[src/rtl/intr_pkg.sv]
// Shared types, sizes and helpers for the interrupt acknowledge controller.
package intr_pkg;

  localparam int N_SRC = 8;
  localparam int VEC_W = 3;

  typedef enum logic [1:0] {
    IDLE    = 2'd0,
    REQ     = 2'd1,
    SERVICE = 2'd2
  } state_e;

  // Turn a source index back into a one-hot source mask.
  function automatic logic [N_SRC-1:0] onehot_dec(input logic [VEC_W-1:0] vec);
    onehot_dec      = '0;
    onehot_dec[vec] = 1'b1;
  endfunction

endpackage

[src/rtl/priority_sel.sv]
// Highest-index-wins encoder over the eligible source set.
module priority_sel
  import intr_pkg::*;
(
  input  logic [N_SRC-1:0] elig_i,
  output logic             any_o,
  output logic [VEC_W-1:0] vec_o
);

  // Scan upward so the last (highest) set bit overrides lower ones.
  always_comb begin
    vec_o = '0;
    for (int i = 0; i < N_SRC; i++) begin
      if (elig_i[i]) vec_o = VEC_W'(i);
    end
    any_o = |elig_i;
  end

endmodule

[src/rtl/intr_ack_ctrl.sv]
// Single-level interrupt controller: latches source events, presents the
// highest-priority pending source to the core over a req/ack handshake and
// tracks the in-service source until end-of-interrupt.
module intr_ack_ctrl
  import intr_pkg::*;
#(
  parameter int EDGE_MODE = 1
) (
  input  logic             clk,
  input  logic             rst_n,
  input  logic [N_SRC-1:0] irq_src,
  input  logic [N_SRC-1:0] irq_mask,
  input  logic             ena,
  output logic             intr_req,
  output logic [VEC_W-1:0] intr_vec,
  input  logic             intr_ack,
  input  logic             eoi,
  output logic [N_SRC-1:0] irq_clr,
  output logic [N_SRC-1:0] in_service,
  output logic             busy
);

  state_e             state_q, state_d;
  logic [N_SRC-1:0]   src_q;
  logic [N_SRC-1:0]   pending_q, pending_d;
  logic [N_SRC-1:0]   inService_q, inService_d;
  logic [N_SRC-1:0]   irqClr_q, irqClr_d;
  logic               req_q, req_d;
  logic [VEC_W-1:0]   vec_q, vec_d;

  logic [N_SRC-1:0]   pending;
  logic [N_SRC-1:0]   elig;
  logic [N_SRC-1:0]   ackClr;
  logic               winAny;
  logic [VEC_W-1:0]   winVec;

  // Level mode bypasses the latch entirely; edge mode uses the sticky bits.
  assign pending = (EDGE_MODE != 0) ? pending_q : irq_src;

  // The source already in service cannot be re-requested until its eoi.
  assign elig = ena ? (pending & irq_mask & ~inService_q) : '0;

  priority_sel u_priority_sel (
    .elig_i (elig),
    .any_o  (winAny),
    .vec_o  (winVec)
  );

  // Handshake FSM plus pending bookkeeping; a new edge beats an ack clear.
  always_comb begin
    state_d     = state_q;
    req_d       = req_q;
    vec_d       = vec_q;
    inService_d = inService_q;
    irqClr_d    = '0;
    ackClr      = '0;
    case (state_q)
      IDLE: begin
        if (winAny) begin
          vec_d   = winVec;
          req_d   = 1'b1;
          state_d = REQ;
        end
      end
      REQ: begin
        if (intr_ack) begin
          ackClr      = onehot_dec(vec_q);
          inService_d = ackClr;
          irqClr_d    = ackClr;
          req_d       = 1'b0;
          state_d     = SERVICE;
        end else if (!ena || !irq_mask[vec_q]) begin
          req_d   = 1'b0;
          state_d = IDLE;
        end
      end
      SERVICE: begin
        if (eoi) begin
          inService_d = '0;
          state_d     = IDLE;
        end
      end
      default: begin
        req_d   = 1'b0;
        state_d = IDLE;
      end
    endcase
    pending_d = (pending_q & ~ackClr) | (irq_src & ~src_q);
  end

  // State and output registers, all cleared asynchronously.
  always_ff @(posedge clk or negedge rst_n) begin
    if (!rst_n) begin
      state_q     <= IDLE;
      src_q       <= '0;
      pending_q   <= '0;
      inService_q <= '0;
      irqClr_q    <= '0;
      req_q       <= 1'b0;
      vec_q       <= '0;
    end else begin
      state_q     <= state_d;
      src_q       <= irq_src;
      pending_q   <= pending_d;
      inService_q <= inService_d;
      irqClr_q    <= irqClr_d;
      req_q       <= req_d;
      vec_q       <= vec_d;
    end
  end

  assign intr_req   = req_q;
  assign intr_vec   = vec_q;
  assign irq_clr    = irqClr_q;
  assign in_service = inService_q;
  assign busy       = (state_q != IDLE);

endmodule

[config.mk]
export PLATFORM = sky130hd
export DESIGN_NAME = intr_ack_ctrl
export DESIGN_NICKNAME = d
export VERILOG_FILES = /design/src/rtl/intr_pkg.sv /design/src/rtl/priority_sel.sv /design/src/rtl/intr_ack_ctrl.sv
export SDC_FILE = /design/constraint.sdc
export NUM_CORES = 1
export LEC_CHECK = 0
export CORE_MARGIN = 2
export CORE_UTILIZATION = 40
export CTS_BUF_LIST = sky130_fd_sc_hd__clkbuf_8
export CTS_CLUSTER_DIAMETER = 30
export DETAILED_ROUTE_END_ITERATION = 8
export PLACE_DENSITY = 0.68
export SETUP_SLACK_MARGIN = 0.5
export SLEW_MARGIN = 0
export SYNTH_ARGS = -nofsm -noshare
export SYNTH_HDL_FRONTEND = slang
export SYNTH_SLANG_ARGS = --single-unit
[constraint.sdc]
create_clock -name clk -period 1.4 [get_ports clk]
set_input_delay 0.14 -clock clk [delete_from_list [all_inputs] [get_ports clk]]
set_output_delay 0.14 -clock clk [all_outputs]
set_load 0.02 [all_outputs]
Word level (Yosys, flattened, before mapping)
Index checks and enable logic that the tools add are counted.
Word-level totals
  output and inout port bits: 21
  bits in registers: 38
  logic and storage cells: 62
Cells by class
  bitwise gates (word level): 9
  reduce and logical (&&, ||, !) cells: 12
  eq/ne operators: 6
  magnitude comparators: 2
  mux-type cells: 26
Operator list (count)
  $mux 8: 5
  $and 8x8->8: 4
  $not 8->8: 3
  $pmux 8 s2: 1
  $mux 2: 6
  $mux 3: 4
  $reduce_and 3->1: 3
  $or 8x8->8: 1
  $reduce_or 8->1: 1
  $mux 1: 6
  $pmux 2 s3: 1
  $lt 3x4->1 const B: 1
  $ne 2x2->1 const B: 2
  $reduce_bool 2->1: 2
  $bmux 1 s3: 1
  $demux 1 s3: 1
  $ge 3x1->1 const B: 1
  $ne 3x3->1 const B: 1
  $pmux 1 s3: 1
  $eq 2x1->1 const B: 1
  $eq 2x2->1 const B: 1
  $logic_not 1->1: 2
  $logic_not 2->1: 1
  $ne 2x1->1 const B: 1
  4 further kinds: 4

Longest topological paths before layout
Gate-level depths: netlist of the first run.
  word-level depth: 10
  mapped depth: 5
  gate-level depth less buffers: 4

Hierarchy
From an unflattened synthesis of the first run, not the netlist that was laid out.
Second synthesis, totals
  cell total of the unflattened synthesis: 125
  area total of the unflattened synthesis: 1554.0 um2
Modules (own cells, without submodules)
  intr_ack_ctrl: instances 1, cells an instance 113, area an instance 1487.7 um2
  priority_sel: instances 1, cells an instance 12, area an instance 66.3 um2

Worst setup path after synthesis of the first run
OpenSTA, ideal clock, no wires.
  path type: register to register
  start: reg inService_q[3] (netlist: in_service[3])
  end: reg vec_q[0] (netlist: intr_vec[0])
  setup slack: 0.000 ns
  data arrival time: 1.275 ns
  data required time: 1.275 ns
  period minus slack after synthesis: 1.400 ns
  stages on the path, launching flop included: 5
  setup time: 0.125 ns
  path through: dfrtp_1 > nand4b_2 > nand4_2 > o21ai_4 > mux2_4
On the way
  cells in the longest elaborated chain, start to end: 8
Ends and longest elaborated chain
  start: declaration: RTL line intr_ack_ctrl.sv:26  | logic [N_SRC-1:0] inService_q, inService_d;
  start signal: assignment: RTL line intr_ack_ctrl.sv:105  | inService_q <= inService_d;
  $not 8->8 *: RTL line intr_ack_ctrl.sv:41  | assign elig = ena ? (pending & irq_mask & ~inService_q) : '0;
  $and 8x8->8 *: RTL line intr_ack_ctrl.sv:41
  $mux 8 *: RTL line intr_ack_ctrl.sv:41
  $mux 2: RTL line priority_sel.sv:14  | if (elig_i[i]) vec_o = VEC_W'(i);
  $mux 3 (4 in series): RTL line priority_sel.sv:14
  end signal: assignment: RTL line intr_ack_ctrl.sv:108  | vec_q <= vec_d;
  end: declaration: RTL line intr_ack_ctrl.sv:29  | logic [VEC_W-1:0] vec_q, vec_d;
Every way passes the cells marked *; elsewhere a longest branch is shown, timed or not.
A chain may end at the register's enable or synchronous reset.

Worst setup path after layout of the first run
  start: reg state_q[1]
  end: reg inService_q[7] (netlist: in_service[7])
On the way
  cells in the longest elaborated chain, start to end: 3
Ends and longest elaborated chain
  start: declaration: RTL line intr_ack_ctrl.sv:23  | state_e state_q, state_d;
  start signal: assignment: RTL line intr_ack_ctrl.sv:102  | state_q <= state_d;
  $eq 2x1->1 or $eq 2x2->1 (tied branches): RTL line intr_ack_ctrl.sv:57  | case (state_q)
  $ne 2x2->1 (no line) or $reduce_bool 2->1 (tied branches)
  $reduce_and 3->1 (no line)
Several ways; a longest one is shown, not always the timed one.

==> metrics.csv, run 1 <==
stage,metric,value,unit
sta,fin_setup_tns,0,ps
final_layout,antennaDiodeCount,0,
sta,finalSetupViolations,0,
cts,cts.path.max_buffers,2,
place,place.gp.congestion,0.897,
cts,cts.sinks,38,
sta,min_period_over_period,95.2,%
global_route,grt.total_usage,19.9,%
place,dp.cells,230,
pwr,power.density,1950,mW/mm²
cts,tritoncts,built,
yosys,synthDistinctLibCells,29,
floorplan,die-width,67.0,µm
floorplan,num_rows,22,
global_route,grt_start_max_net_pins,39,
yosys,avgSynthCellArea,12.3,µm²
worst_setup_path,crit_chain,"and3b_2, buf_6, a31oi_4, buf_12, a21o_1",
drt,wl_per_cell,15.7,µm
worst_setup_path,critPathMaxFanout,8,
drt,via_per_inst,4.97,
floorplan,io_pins,42,
worst_hold_path,hp-class,input port to async pin,
cts,h-tree-depth,2,
yosys,yosysSeqAreaShare,59.9,%
floorplan,initial_core_util,42.4,%
global_route,first_global_vias,1306,
global_route,grt_pass1_wl,6420,µm
pwr,ir_worst_vdd,1.06,mV
floorplan,coreArea,0.00374,mm²
yosys,yosys_warnings,0,
final_layout,final_common_cell,buf_6,
drt,drtIter0Drc,53,
final_layout,final_cell_mix,"buf_6 (28), dfrtp_1 (26), buf_4 (25)",
yosys,synth_edf_count,0,
sta,worst_pin_slew,193,ps
place,port_buffers,41,
yosys,async_flop_share,100,%
global_route,grt_overflow_total,0,
worst_setup_path,worstSetupPathType,register to register,
sta,timing.fmax,750,MHz
pwr,clock_power_share,12.8,%
worst_setup_path,critPathCaptureType,register,
drt,finalWirelength,4090,µm
pwr,seqPwrFrac,32.3,%
drt,drc,0,
yosys,ys_seq_elements,38,
floorplan,die_y,67.0,µm
final_layout,post_layout_nonfiller_instances,261,
pwr,internal_power,3.32,mW
yosys,netlist_top_cells_area,"dfrtp_1 (60%), nand4b_2 (4.7%), inv_1 (4.0%)",
sta,rsz0062_at_grt,true,
drt,first_pass_iters,5,
cts,cts_root_buffer,clkbuf_8,
global_route,antenna_found_initial,0,
pwr,p_sw_share,36.8,%
sta,clock_skew,5.13,ps
cts,clk_pin_slew,70,ps
worst_setup_path,start_kind,register,
final_layout,drive_above_1_share,52.1,%
worst_setup_path,max_stage_delay,450,ps
worst_setup_path,cp.required,1570,ps
run_status,status,completed,
worst_setup_path,cp.arrival,1510,ps
yosys,synth.largest_area_cell,dfrtp_1,
yosys,synth_area,0.00159,mm²
floorplan,die_area,0.00449,mm²
yosys,netlist.area_leader.share,59.9,%
final_layout,final_nets,234,
final_layout,areaGrowthSynthToFinish,69.6,%
cts,cts_buffers,5,
worst_setup_path,crit_path_top_delay_cell,dfrtp_2,
sta,finalHoldViolCount,0,
pwr,combPwrFrac,54.9,%
place,hpwl,2800,µm
yosys,syn-num-nets,150,
final_layout,fill_cells,257,
cts,clk_latency,280,ps
job,drv_cap,0,
yosys,synth_top_flop_cell,dfrtp_1,
cts,cts_hold_buffers,0,
drt,antenna_left,0,
yosys,synthCells,129,
sta,relSlewSlack,86.8,%
sta,drv_slew,0,
pwr,leakagePower,1.30,nW
pwr,p_switching,1.94,mW
sta,fin_crit,1330,ps
drt,vias,1298,
==> cells in the mapped netlist (all sizes together), types with 2 or more instances <==
cell type and instances:
nand4 2, dfrtp 38, a21o 8, nand2 9
nand2b 3, a31oi 2, inv 17, nor2 10
o21ai 9, buf 2, mux2i 5, o22ai 6
nand4b 8
==> power groups by stage <==
stage	registers, mW	logic, mW	clock network, mW
after global routing	1.73	3.04	0.760
after detailed placement	1.73	2.07	0
after global placement	1.72	2.03	0
after floorplan	1.84	0.985	0
final	1.70	2.88	0.675
after CTS	1.68	2.37	0.683
==> worst paths after layout <==
check,start,endpoint,slack (ps),cells past startpoint
worst max-delay path,state_q[1],in_service[7],70,5
worst min-delay path,rst_n,pending[4],240,2
worst max register to register,state_q[1],in_service[7],70,5
worst min register to register,src_q[6],pending[6],420,1
max in group asynchronous,rst_n,intr_vec[0],960,2
min in group clk,irq_src[2],src_q[2],320,1
==> layout make-up <==
class	instances	area (µm²)	area share, %
clock buffers	5	68.8	2.56
well taps	48	60.1	2.23
flip-flops and latches	38	966	35.9
clock inverters	2	7.51	0.279
multi-input cells	72	733	27.2
repair buffers	79	792	29.4
inverters	17	63.8	2.37
==> metrics by stage <==
| stage | total power [mW] | hold WS, ps | utilization (%) | setup slack [ps] | instance area, µm² |
|---|---|---|---|---|---|
| final | 5.25 | 236 | 71.9 | 66.7 | 2690 |
| after floorplan | 2.82 | -156 | - | 69.9 | 1670 |
| after detailed placement | 3.80 | 408 | 60.3 | -308 | 2260 |
| after CTS | 4.73 | 240 | 66.1 | 74.4 | 2470 |
| after global routing | 5.53 | 249 | 71.9 | 10.7 | 2690 |
| after global placement | 3.75 | 395 | 60.3 | -238 | 2260 |
==> timing repair <==
item,in CTS,in global routing
gates resized for setup,123,34
buffers inserted,14,10
endpoints found under the setup margin,51,51
gates cloned,0,0
pin swaps,16,8
==> state kept, by name, indices dropped and copies added (netlist names) <==
register    count
in_service      8
intr_req        1
intr_vec        3
irq_clr         8
pending         8
src_q           8
state_q         2
==> cell families after synthesis <==
group	count (synthesis)	share of synthesized area, %
mux	6	4.10
buf+inv	19	5.21
simple gates	35	16.2
compound gates	31	14.5
flops	38	59.9
==> per-layer routing <==
metal	global-route usage [%]	up-vias	routed length (µm)	part of all wire (%)
met2	34.4	31	2120	52
met4	6.12	0	58	1.4
met1	23.6	640	1730	42
met3	5.91	8	186	4.5
met5	0	-	0	0
li1	-	619	-	-
==> worst max-delay path, delay by kind of cell, from the launching register on <==
family | cells | cell delay, ps
buffers and inverters | 2 | 270
flip-flops | 1 | 450
AO/OA/AOI/OAI | 2 | 180
AND/OR/NAND/NOR | 1 | 320
Power figures use the tool's default switching activity.
==> inputs of run 2 (changes only) <==
==> constraint.sdc (replaced) <==
create_clock -name clk -period 1.4 [get_ports clk]
set_input_delay 0.14 -clock clk [delete_from_list [all_inputs] [get_ports clk]]
set_output_delay 0.14 -clock clk [all_outputs]
set_load 0.01 [all_outputs]
==> run 2 against run 1 <==
  * Cell count decreased by 0.38%
  * Global-route usage increased by 1.5 points
  * Clock power increased by 11%
  * Sequential share of layout area increased by 0.15 points
  * Setup slack got worse by 38 ps
  * Clock skew increased by 3.6 ps
  * Combinational power decreased by 2%
  * Via count increased by 1.1%
  * Highest routed layer unchanged
  * Cell area decreased by 1.6%
  * First-iteration DRC count increased by 49%
  * Non-clock buffer count decreased by 2
  * Hold slack got worse by 18 ps
==> metrics.csv, run 2 (synthesis gave the netlist of run 1 again) <==
stage,metric,value,unit
worst_setup_path,r2r_end,in_service[3],
pwr,ir_worst_vdd,0.947,mV
worst_setup_path,worstSetupPathType,register to register,
final_layout,final_common_cell,dfrtp_1,
worst_setup_path,cp.required,1580,ps
worst_setup_path,r2r-start,state_q[1],
pwr,combPwrFrac,54.2,%
pwr,power.density,1960,mW/mm²
final_layout,post_layout_nonfiller_instances,260,
cts,tritoncts,built,
cts,cts.sinks,38,
drt,via_per_inst,5.05,
pwr,p_switching,1.83,mW
final_layout,final_nets,232,
place,detailedPlace.worstSlack,-304,ps
place,hpwl,2620,µm
cts,clk_pin_slew,70,ps
place,port_buffers,41,
worst_setup_path,r2r_slack,30,ps
cts,cts.path.max_buffers,2,
sta,hold_ws,219,ps
sta,finalHoldViolCount,0,
pwr,internal_power,3.36,mW
place,dp.cells,228,
cts,cts_root_buffer,clkbuf_8,
drt,drtIter0Drc,79,
job,drv_cap,0,
drt,dr.max_layer_used,met4,
cts,cts_buffers,5,
global_route,grt.total_usage,21.4,%
sta,fin_ws,28.9,ps
drt,finalWirelength,4360,µm
floorplan,io_pins,42,
drt,wl_met2,2270,µm
final_layout,drive_above_1_share,47.6,%
sta,relSlewSlack,86.6,%
worst_setup_path,cp.arrival,1550,ps
sta,fin_crit,1370,ps
worst_hold_path,hp-class,input port to async pin,
sta,rsz0062_at_grt,true,
final_layout,areaGrowthSynthToFinish,67.0,%
worst_setup_path,r2r_cells,5,
pwr,seqPwrFrac,31.4,%
sta,worst_pin_slew,197,ps
floorplan,die-width,67.0,µm
floorplan,num_rows,22,
sta,clock_skew,8.69,ps
sta,finalSetupViolations,0,
final_layout,fill_cells,284,
drt,dr_wl_met3,224,µm
pwr,leakagePower,1.32,nW
place,place.gp.congestion,0.859,
drt,drc,0,
drt,first_pass_iters,4,
worst_setup_path,start_kind,register,
floorplan,coreArea,0.00374,mm²
pwr,clock_power_share,14.4,%
cts,h-tree-depth,2,
final_layout,antennaDiodeCount,0,
sta,drv_slew,0,
pwr,p_sw_share,35.3,%
global_route,antenna_found_initial,0,
worst_setup_path,cp-startpoint,state_q[1],
drt,antenna_left,0,
cts,clk_latency,290,ps
final_layout,final_cell_mix,"dfrtp_1 (35), buf_6 (27), clkdlybuf4s50_1 (19)",
floorplan,die_y,67.0,µm
worst_setup_path,endpoint,in_service[3],
global_route,first_global_vias,1382,
global_route,grt_pass1_wl,6800,µm
drt,wl_met1,1760,µm
worst_setup_path,critPathMaxFanout,8,
run_status,status,completed,
global_route,grt_overflow_total,0,
sta,timing.fmax,729,MHz
drt,vias,1312,
floorplan,die_area,0.00449,mm²
floorplan,initial_core_util,42.4,%
sta,min_period_over_period,97.9,%
drt,wl_per_cell,16.8,µm
worst_setup_path,critPathCaptureType,register,
global_route,grt_start_max_net_pins,39,
## run 2: layer usage
| metal | global-route usage (%) | vias to the layer above |
|---|---|---|
| met3 | 4.90 | 10 |
| met1 | 26.1 | 641 |
| met5 | 0 | - |
| met2 | 36.0 | 45 |
| met4 | 9.44 | 0 |
| li1 | - | 616 |
## run 2: what timing repair did
item                       4_1_cts  5_1_grt
pin swaps                       17       11
gates cloned                     0        0
hold buffers                     0        0
buffers inserted                18        6
gates resized for setup        117       19
setup endpoints to repair       51       51
## run 2: how the worst min path moves through the flow
stage / startpoint / to / cells after the start
after floorplan: rst_n / in_service[0] / 0
after global placement: src_q[6] / pending[6] / 1
after detailed placement: src_q[6] / pending[6] / 1
after CTS: rst_n / in_service[3] / 2
after global routing: rst_n / in_service[3] / 2
final: rst_n / in_service[3] / 2
## run 2: stage by stage
step                instance area (µm²)  utilization, %  TNS (ps)  total power, mW
floorplan                          1650               -         0             2.65
global placement                   2230            59.6      -750             3.55
detailed placement                 2230            59.6     -1200             3.58
CTS                                2540            67.7         0             4.94
global route                       2650            70.8      -202             5.48
finish                             2650            70.8         0             5.19
## run 2: layout make-up
cell class / count / area, µm² / area share, %
timing repair buffer: 77 / 739 / 27.9
inverter: 17 / 63.8 / 2.41
clock inverter: 2 / 8.76 / 0.331
sequential: 38 / 955 / 36.0
clock buffer: 6 / 82.6 / 3.12
multi-input combinational: 72 / 739 / 27.9
tap: 48 / 60.1 / 2.27
## run 2: power by group through the flow
stage | sequential (mW) | clock, mW | combinational [mW]
after floorplan | 1.67 | 0 | 0.975
after global placement | 1.68 | 0 | 1.87
after detailed placement | 1.69 | 0 | 1.90
after CTS | 1.60 | 0.769 | 2.57
after global routing | 1.66 | 0.825 | 3.00
final | 1.63 | 0.749 | 2.81
## run 2: critical path, cell delays in order (launching register included)
cell     delay [ps]
dfrtp_1         400
buf_6           120
and3b_2         360
a31oi_4          60
buf_12          150
a21o_1          160
